[src/rtl/key_event_arbiter.sv]
// Round-robin scheduler for debounced key pulses. Each press is held as a pending
// request and issued one at a time over a valid/ack handshake, with an idle gap between issues.
module key_event_arbiter #(
  parameter int N          = 5,
  parameter int GAP_CYCLES = 4,
  parameter int CW         = 8
) (
  input  logic         CLK,
  input  logic         RSTn,
  input  logic [N-1:0] Key_Input,
  input  logic         Evt_Ack,
  output logic         Evt_Valid,
  output logic [N-1:0] Evt_Onehot,
  output logic [N-1:0] Pending,
  output logic         Overrun,
  input  logic         Clr_Overrun
);

  localparam int PW = (N > 1) ? $clog2(N) : 1;

  typedef enum logic [1:0] {IDLE, ISSUE, GAP} state_t;

  state_t         state, state_nx;
  logic [CW-1:0]  gap_cnt, gap_cnt_nx;
  logic [PW-1:0]  ptr, ptr_nx;
  logic           valid_nx;
  logic [N-1:0]   onehot_nx;
  logic [N-1:0]   clr;
  logic [N-1:0]   ovr_hit;
  logic           grant_found;
  logic [PW-1:0]  grant_idx;

  // Search starts one past the last grant and wraps, so the last winner has lowest priority.
  always_comb begin
    int unsigned   idx;
    logic [PW-1:0] cand;
    grant_found = 1'b0;
    grant_idx   = ptr;
    idx         = 0;
    cand        = '0;
    for (int unsigned k = 1; k <= N; k++) begin
      idx  = (32'(ptr) + k) % N;
      cand = PW'(idx);
      if (!grant_found && Pending[cand]) begin
        grant_found = 1'b1;
        grant_idx   = cand;
      end
    end
  end

  always_comb begin
    state_nx   = state;
    gap_cnt_nx = gap_cnt;
    ptr_nx     = ptr;
    valid_nx   = Evt_Valid;
    onehot_nx  = Evt_Onehot;
    clr        = '0;
    case (state)
      IDLE: begin
        if (grant_found) begin
          clr[grant_idx]       = 1'b1;
          ptr_nx               = grant_idx;
          valid_nx             = 1'b1;
          onehot_nx            = '0;
          onehot_nx[grant_idx] = 1'b1;
          state_nx             = ISSUE;
        end
      end
      ISSUE: begin
        if (Evt_Ack) begin
          valid_nx  = 1'b0;
          onehot_nx = '0;
          if (GAP_CYCLES == 0) begin
            state_nx = IDLE;
          end else begin
            state_nx   = GAP;
            gap_cnt_nx = CW'(GAP_CYCLES);
          end
        end
      end
      GAP: begin
        if (gap_cnt <= CW'(1)) begin
          state_nx   = IDLE;
          gap_cnt_nx = '0;
        end else begin
          gap_cnt_nx = gap_cnt - CW'(1);
        end
      end
      default: state_nx = IDLE;
    endcase
  end

  // A press on the bit being granted this cycle re-arms it rather than counting as overrun.
  assign ovr_hit = Key_Input & Pending & ~clr;

  always_ff @(posedge CLK or negedge RSTn) begin
    if (!RSTn) begin
      state      <= IDLE;
      gap_cnt    <= '0;
      ptr        <= PW'(N - 1);
      Evt_Valid  <= 1'b0;
      Evt_Onehot <= '0;
      Pending    <= '0;
      Overrun    <= 1'b0;
    end else begin
      state      <= state_nx;
      gap_cnt    <= gap_cnt_nx;
      ptr        <= ptr_nx;
      Evt_Valid  <= valid_nx;
      Evt_Onehot <= onehot_nx;
      Pending    <= (Pending & ~clr) | Key_Input;
      if (|ovr_hit)
        Overrun <= 1'b1;
      else if (Clr_Overrun)
        Overrun <= 1'b0;
    end
  end

endmodule

[config.mk]
export PLATFORM = sky130hd
export DESIGN_NAME = key_event_arbiter
export DESIGN_NICKNAME = d
export VERILOG_FILES = /design/src/rtl/key_event_arbiter.sv
export SDC_FILE = /design/constraint.sdc
export NUM_CORES = 1
export LEC_CHECK = 0
export CAP_MARGIN = 20
export CORE_ASPECT_RATIO = 0.75
export CORE_UTILIZATION = 61
export CTS_CLUSTER_DIAMETER = 200
export DETAILED_ROUTE_END_ITERATION = 16
export GPL_ROUTABILITY_DRIVEN = 1
export HOLD_SLACK_MARGIN = 0.08
export PLACE_DENSITY = 0.94
export SYNTH_ARGS = -nofsm -noshare
export SYNTH_HDL_FRONTEND = slang
export SYNTH_SLANG_ARGS = --single-unit
[constraint.sdc]
create_clock -name CLK -period 7.75 [get_ports CLK]
set_clock_uncertainty 0.2 [all_clocks]
set_input_delay 1.55 -clock CLK [delete_from_list [all_inputs] [get_ports CLK]]
set_output_delay 1.55 -clock CLK [all_outputs]
set_load 0.05 [all_outputs]
# Word-level counts from Yosys, hierarchy flattened
# Cells that the tools add are included.
# W data, S select, Z words.
# op_classes
eq_ne	5
bitwise_logic	5
n_div	5
n_reduce_logical	18
order_cmp	8
muxes	39
addsub	6
# op_table
op	count
$mod A32 B3 Y32 const B	5
$lt A3 B4 Y1 const B	6
$mux W5	4
$mux W8	2
$pmux W8 S2	1
$and A5 B5 Y5	3
$bmux W1 S3	5
$mux W1	15
$mux W3	5
$pmux W5 S2	1
$add A3 B2 Y4 const B	2
$add A3 B3 Y4 const B	2
$le A8 B1 Y1 const B	1
$sub A8 B1 Y8 const B	1
$mux W2	3
$ne A2 B2 Y1 const B	3
$pmux W2 S3	1
$reduce_and A3 Y1	2
$reduce_bool A2 Y1	3
$logic_and A1 B1 Y1	5
$not A5 Y5	1
$or A5 B5 Y5	1
$reduce_or A5 Y1	1
$add A3 B1 Y4 const B	1
8 further kinds	12
# word_totals
output_inout_bits	12
reg_bits	25

# Longest topological paths before layout
# Gate-level depths: netlist of run 1.
# logic_depth
word_depth	27
ltp_mapped	23
ltp_nobuf	20

# Least setup slack after synthesis of run 1
# OpenSTA, ideal clock, no wires.
# synth_timing
path_kind	register -> register
start	reg ptr[0]
end	reg Overrun
n_path_buf	3
setup_ps	129
path_stages_with_launch	24
period_less_slack_ps	5549
path_slack_ps	2201
arrival_time_ps	5221
required_time_ps	7421
cell_sequence	dfrtp_1 buf_2 buf_2 buf_1 inv_1 ha_1 xnor2_2 inv_2 ha_1 or3b_1 o22ai_1 or2_1 ha_1 nand2b_1 o2111ai_1 o211ai_2 mux2_2 nor2_1 o311ai_1 a221oi_1 nand3_1 nand3_1 o21ai_0 a2111o_1
# synth_via
elab_chain_len	27
word_cells_on_any_way	50
classes_between	add/sub (5); div (5); order compare (2); mux (25); bitwise (2); reduce/logical (11)
# synth_lines
item	line_no	text
from (decl)	25	logic [PW-1:0] ptr, ptr_nx;
from (signal assigned)	100	ptr <= PW'(N - 1);
from (signal assigned)	108	ptr <= ptr_nx;
$add A3 B1 Y4	42	idx = (32'(ptr) + k) % N;
$mod A32 B3 Y32	42	
$bmux W1 S3	44	if (!grant_found && Pending[cand]) begin
$mux W1 (implied by the code)	44	
$mux W1	44	
$logic_not A1 Y1	44	
$logic_and A1 B1 Y1	44	
$mux W1	44	
[11 not listed]	n/a	
$mux W1 (implied by the code)	61	clr[grant_idx] = 1'b1;
$demux W1 S3	61	
$mux W5 *	60	if (grant_found) begin
$mux W5 *	58	case (state)
$not A5 Y5 *	94	assign ovr_hit = Key_Input & Pending & ~clr;
$and A5 B5 Y5 *	94	
$reduce_or A5 Y1 *	112	if (|ovr_hit)
$mux W1 or $reduce_bool A2 Y1 (tied branches)	n/a	
to (signal assigned)	104	Overrun <= 1'b0;
to (signal assigned)	113	Overrun <= 1'b1;
to (signal assigned)	115	Overrun <= 1'b0;
to (decl)	15	output logic Overrun,
# Mark *: on every way between the ends. The rest lies on a longest branch, timed or not. The select of a mux whose other input is x is not followed.
# A chain may end at the register's enable or synchronous reset.

# Final worst setup path of run 1
# layout_timing
start	reg ptr[1]
end	reg Overrun
# The elaborated chain is that of the path after synthesis.

==> results of run 1 <==
per-layer routing:
metal | GRT usage, % | up-vias | part of all wire [%] | routed length, um
met5 | 0 | - | 0 | 0
met3 | 5.223 | 29 | 8.4 | 672
met4 | 9.110 | 0 | 2.1 | 171
met2 | 47.18 | 162 | 45 | 3606
met1 | 43.72 | 1438 | 45 | 3582
li1 | - | 1382 | - | -
path summary, 6_finish.rpt:
check	to	slack, ps	cells past startpoint
setup reg to reg	Overrun	1820	19
min in group asynchronous	gap_cnt[2]	1370	1
setup / recovery	Overrun	1820	19
hold / removal	Evt_Onehot[0]	280	2
hold reg to reg	Evt_Onehot[0]	280	2
max in group asynchronous	ptr[2]	5480	2
final cells by class:
| type | count | area (um2) | share of cell area (%) |
|---|---|---|---|
| multi-input cells | 293 | 2364 | 68.34 |
| repair buffers | 23 | 242.7 | 7.019 |
| inverters | 28 | 105.1 | 3.039 |
| clock buffers | 4 | 45.04 | 1.302 |
| well taps | 60 | 75.07 | 2.171 |
| flip-flops and latches | 25 | 626.9 | 18.13 |
state kept, by name (all words and copies together) (netlist names):
signal and flops:
ptr 3, gap_cnt 8, Pending 5, Evt_Valid 1
Overrun 1, state 2, Evt_Onehot 5
logic make-up after synthesis:
| family | Yosys count | synth area share [%] |
|---|---|---|
| xor+xnor | 7 | 2.764 |
| flops | 25 | 19.78 |
| compound gates | 118 | 30.36 |
| mux | 18 | 6.751 |
| buf+inv | 43 | 5.645 |
| fa+ha+maj | 31 | 12.48 |
| simple gates | 119 | 22.23 |
through the flow:
stage	std cells	hold WS, ps
floorplan	361	250.3
global placement	428	263.6
detailed placement	428	262.9
CTS	432	283.0
global route	433	307.1
finish	433	280.9
worst min-delay path, delay by kind of cell (launching register included):
family           cells  cell delay [ps]
flip-flops           1              350
AND/OR/NAND/NOR      2              100
cell usage after synthesis (3+ instances only):
| master | count | area share [%] |
|---|---|---|
| nand2b_1 | 7 | 1.4 |
| o21a_1 | 5 | 1.2 |
| ha_1 | 30 | 12 |
| or2_1 | 4 | 0.79 |
| o221ai_1 | 3 | 0.83 |
| o31ai_1 | 6 | 1.4 |
| nand3_1 | 9 | 1.4 |
| inv_1 | 25 | 3.0 |
| xnor2_1 | 4 | 1.1 |
| o211a_1 | 3 | 0.95 |
| o22ai_1 | 4 | 0.79 |
| o21ai_0 | 23 | 3.6 |
| nor3_1 | 6 | 0.95 |
| nand4b_1 | 3 | 0.83 |
| a21oi_1 | 14 | 2.2 |
| mux2_2 | 6 | 2.1 |
| nand2_1 | 31 | 3.7 |
| a211o_1 | 4 | 1.1 |
| dfrtp_1 | 24 | 19 |
| and3_1 | 6 | 1.2 |
| buf_2 | 8 | 1.3 |
| nor2_1 | 20 | 2.4 |
| a211oi_1 | 4 | 0.95 |
| inv_2 | 3 | 0.36 |
| nor3b_1 | 4 | 0.95 |
| mux2i_1 | 9 | 2.8 |
| a31o_2 | 3 | 0.83 |
| a21o_1 | 7 | 1.7 |
| clkbuf_1 | 5 | 0.59 |
placed cells by master (no fill, tap or decap), types with 5 or more instances in the layout:
| cell type | count |
|---|---|
| nand3_1 | 9 |
| nand2b_1 | 7 |
| inv_1 | 25 |
| mux2i_1 | 9 |
| nor2_1 | 20 |
| a21o_1 | 7 |
| nand2_1 | 31 |
| a21oi_1 | 14 |
| ha_1 | 30 |
| o31ai_1 | 6 |
| clkdlybuf4s50_1 | 20 |
| and3_1 | 6 |
| o21ai_0 | 23 |
| nor3_1 | 6 |
| dfrtp_1 | 24 |
| o21a_1 | 5 |
| mux2_2 | 6 |
==> results.toml, run 1 <==
[setup_path]
critical-path-slowest-cell = "ha_1"
cpLargestDelayFamily = "compound AO/OA/AOI/OAI gates"
cp_common_cell = "ha_1"
critPathMaxStageDelay_ps = 620
startpoint = "ptr[1]"
path_class = "flip-flop to flip-flop"
cp.arrival_ps = 5890
cp-end-kind = "flip-flop"
timing.rr.start = "ptr[1]"
crit_chain = "inv_1, ha_1, inv_1, ha_1, or3b_1, o22ai_1, or2_1, ha_1, nand2b_1, o2111ai_1, o211ai_2, a211oi_1, and2_4, nor3_2, a221oi_1, nand3_1, nand3_1, o21ai_0, a2111o_1"
worst-path-buf-inv = 2
cp-start-kind = "flip-flop"
worstPathMaxFanout = 13
cp.required_ps = 7700

[placement]
routabilityCongestion = 0.9540
postPlaceCellArea_um2 = 3386
dp_slack_ps = 2038
port_buffers = 20
hpwlAfterDp_um = 6167

[global_route]
gr-usage-all-layers_pct = 30.48
grt-ovfl-total = 0
grt_pass1_wl_um = 13410
first_global_vias = 2830
grt_max_degree = 34
antenna_found_initial = 0

[synthesis]
synthArstFlopShare_pct = 100.0
synth_cell_types = 87
syn_avg_cell_area_um2 = 8.779
synth_cells = 361
synth_enable_flop_cells = 0
netlist_area_um2 = 3169
seq_area_frac_synth_pct = 19.78
yosys_most_used_dff = "dfrtp_1"
synth_warnings = 0
yosys_register_bits = 25
synthesis.nets = 401

[cts]
cts_resized = 0
hold_buffers = 0
postCtsSetupRepairBufs = 0
cts_buffers = 3
clock_latency_ps = 270
tritoncts = "done"
root_buffer = "clkbuf_8"
cts_num_sinks = 25
cts.path.max_buffers = 2
cts_max_level = 1
clkTransAtPathRegs_ps = 80

[detailed_routing]
num_vias = 3011
drc_errors = 0
dr.pass1.iters = 5
ant_nets = 0
drt_iter0_drc = 358
wl_per_cell_um = 18.55
wl_um = 8032
avgViaCountPerCell = 6.954

[timing]
min_period_ps = 5934
rsz0062_at_grt = "no"
drv_slew = 0
hold_viol_final = 0
slew_headroom_pct = 60.18
fin_crit_sh_pct = 76.57
setup_ws_ps = 1816
fmax_mhz = 168.5
setup_viol = 0
final.setup.tns_ps = 0
worst_pin_slew_ps = 596.1

[floorplan]
die_area_um2 = 5491
die_w_um = 85.23
num_rows = 22
start_util_pct = 63.96
fp.dieH_um = 64.43
core_area_um2 = 4955
io_pins = 21

[worst_hold_path]
min_from = "Evt_Onehot[0]"
hold_class = "flip-flop to flip-flop"

[layout]
area_delta_synth_final_pct = 9.120
postLayoutCoreUtil_pct = 69.80
antenna_cells = 0
final_nets = 414
drive_gt1_share_pct = 14.48
final_area_um2 = 3458
fill_cells = 381

[status]
status = "completed"

[job]
max_cap_viol_count = 0
Power of run 1 is left out: the tool's default activity adds up to more than one toggle a clock period on the data nets, which glitch-free logic cannot reach.
==> inputs of run 2 (changes only) <==
CORE_UTILIZATION = 55   (was 61)
PLACE_DENSITY = 0.9   (was 0.94)
clock period = 5 ns   (was 7.75 ns; I/O delays follow)
==> run 2 against run 1 <==
Net effect:
- die area rose by 11%
- wire length rose by 22%
- critical path depth did not move
- maximum frequency rose by 19%
- global-route usage fell by 1.8 points
- highest routed layer unchanged
==> results.toml, run 2 (synthesis gave the netlist of run 1 again) <==
[setup_path]
cp.required_ps = 4950
cp.arrival_ps = 4930
critPathMaxStageDelay_ps = 580
cpLargestDelayFamily = "compound AO/OA/AOI/OAI gates"
crit_chain = "buf_4, ha_1, o21a_1, a21oi_1, xnor2_1, ha_1, fa_1, a21bo_2, or3_1, and3_1, a22oi_1, buf_4, nand3_1, o21a_1, o221a_1, o21ai_4, and2_4, a21oi_1, a2111o_1"
critical-path-slowest-cell = "dfstp_2"
cp-end-kind = "flip-flop"
worstPathMaxFanout = 7
worst-path-buf-inv = 2
cp-start-kind = "flip-flop"
path_class = "flip-flop to flip-flop"

[cts]
cts_num_sinks = 25
clkTransAtPathRegs_ps = 90
cts_buffers = 3
root_buffer = "clkbuf_8"
clock_latency_ps = 270
cts_max_level = 1
cts.path.max_buffers = 2
tritoncts = "done"

[layout]
largest_register_ffs = 8
area_delta_synth_final_pct = 30.44
drive_gt1_share_pct = 31.31
register_area_um2 = 626.9
final_nets = 453
multi_input_area_um2 = 2718
mostFrequentLayoutCell = "buf_4"
regMostFlops = "gap_cnt"
antenna_cells = 0
mostFrequentLayoutCells = "40 x buf_4, 31 x nand2_1, 24 x dfrtp_1"
fill_cells = 343
reg_top3 = "gap_cnt x8, Evt_Onehot x5, Pending x5"

[placement]
routabilityCongestion = 0.9858
hpwlAfterDp_um = 6553
port_buffers = 20

[worst_hold_path]
hold_class = "flip-flop to flip-flop"

[timing]
setup_viol = 0
drv_slew = 0
hold_viol_final = 0
min_period_ps = 4974
fin_crit_sh_pct = 99.49
slew_headroom_pct = 49.91
worst_pin_slew_ps = 745.0
whs_ps = 284.5
fmax_mhz = 201.0

[global_route]
grt_max_degree = 32
grt_pass1_wl_um = 13240
antenna_found_initial = 0
first_global_vias = 2804
grt-ovfl-total = 0
gr-usage-all-layers_pct = 28.65

[floorplan]
start_util_pct = 58.27
io_pins = 21
die_area_um2 = 6073
die_w_um = 89.66
num_rows = 23
core_area_um2 = 5439
fp.dieH_um = 67.74

[detailed_routing]
num_vias = 3166
ant_nets = 0
dr.pass1.iters = 5
wl_um = 9765
avgViaCountPerCell = 6.501
wl_per_cell_um = 20.05
drc_errors = 0
drt_iter0_drc = 325

[job]
max_cap_viol_count = 0

[status]
status = "completed"
[run 2: changes by cell type in the layout (fill, tap and decap cells not counted), sizes merged]
cell,change
clkinvlp,+1
buf,+39
inv,-1
[run 2: worst register-to-register path, stage by stage, from the launching register on]
cell and delay, ps:
dfstp_2 580, buf_4 210, ha_1 260, o21a_1 250, a21oi_1 80, xnor2_1 220, ha_1 210, fa_1 150
a21bo_2 240, or3_1 340, and3_1 220, a22oi_1 220, buf_4 210, nand3_1 110, o21a_1 140, o221a_1 260
o21ai_4 240, and2_4 210, a21oi_1 80, a2111o_1 410
[run 2: timing repair]
item / in CTS / in global routing
hold buffers: 0 / 0
gates resized for setup: 0 / 51
buffers inserted: 0 / 26
endpoints found under the setup margin: 0 / 12
[run 2: per-stage QoR]
step                cells  worst slack (ps)  setup TNS (ps)  instance area, um2  utilization [%]
floorplan             361             16.19               0                3269                -
global placement      456             227.5               0                3580            65.82
detailed placement    456             40.28               0                3580            65.82
CTS                   460             27.50               0                3625            66.64
global route          487            -213.7          -261.0                4134            76.01
finish                487             25.75               0                4134            76.01
[run 2: final cells by class]
| class | count | area share [%] |
|---|---|---|
| multi-input cells | 293 | 65.74 |
| repair buffers | 62 | 13.04 |
| clock buffers | 4 | 1.090 |
| flip-flops and latches | 25 | 15.16 |
| inverters | 28 | 2.694 |
| well taps | 75 | 2.270 |
[run 2: path summary, 6_finish.rpt]
kind	from	endpoint	slack, ps	cells after the start
hold / removal	gap_cnt[7]	gap_cnt[7]	280	1
min in group asynchronous	RSTn	gap_cnt[5]	790	1
hold reg to reg	gap_cnt[7]	gap_cnt[7]	280	1
max in group asynchronous	RSTn	Pending[3]	3390	2
setup / recovery	ptr[2]	Overrun	30	19
setup reg to reg	ptr[2]	Overrun	30	19
[run 2: per-layer routing]
layer | up-vias | routed length (um) | GRT usage, %
met5 | - | 0 | 0
met4 | 0 | 320 | 6.548
met3 | 41 | 821 | 4.523
met2 | 187 | 4610 | 47.06
met1 | 1480 | 4011 | 39.59
li1 | 1458 | - | -
Power of run 2 is left out for the same reason.
==> inputs of run 3 (changes only) <==
SKIP_CTS_REPAIR_TIMING = 1   (was unset)
TNS_END_PERCENT = 10   (was unset)
==> results of run 3 <==
No change in the layout: final DEF, timing and power equal those of run 2.
Power of run 3 is left out for the same reason.
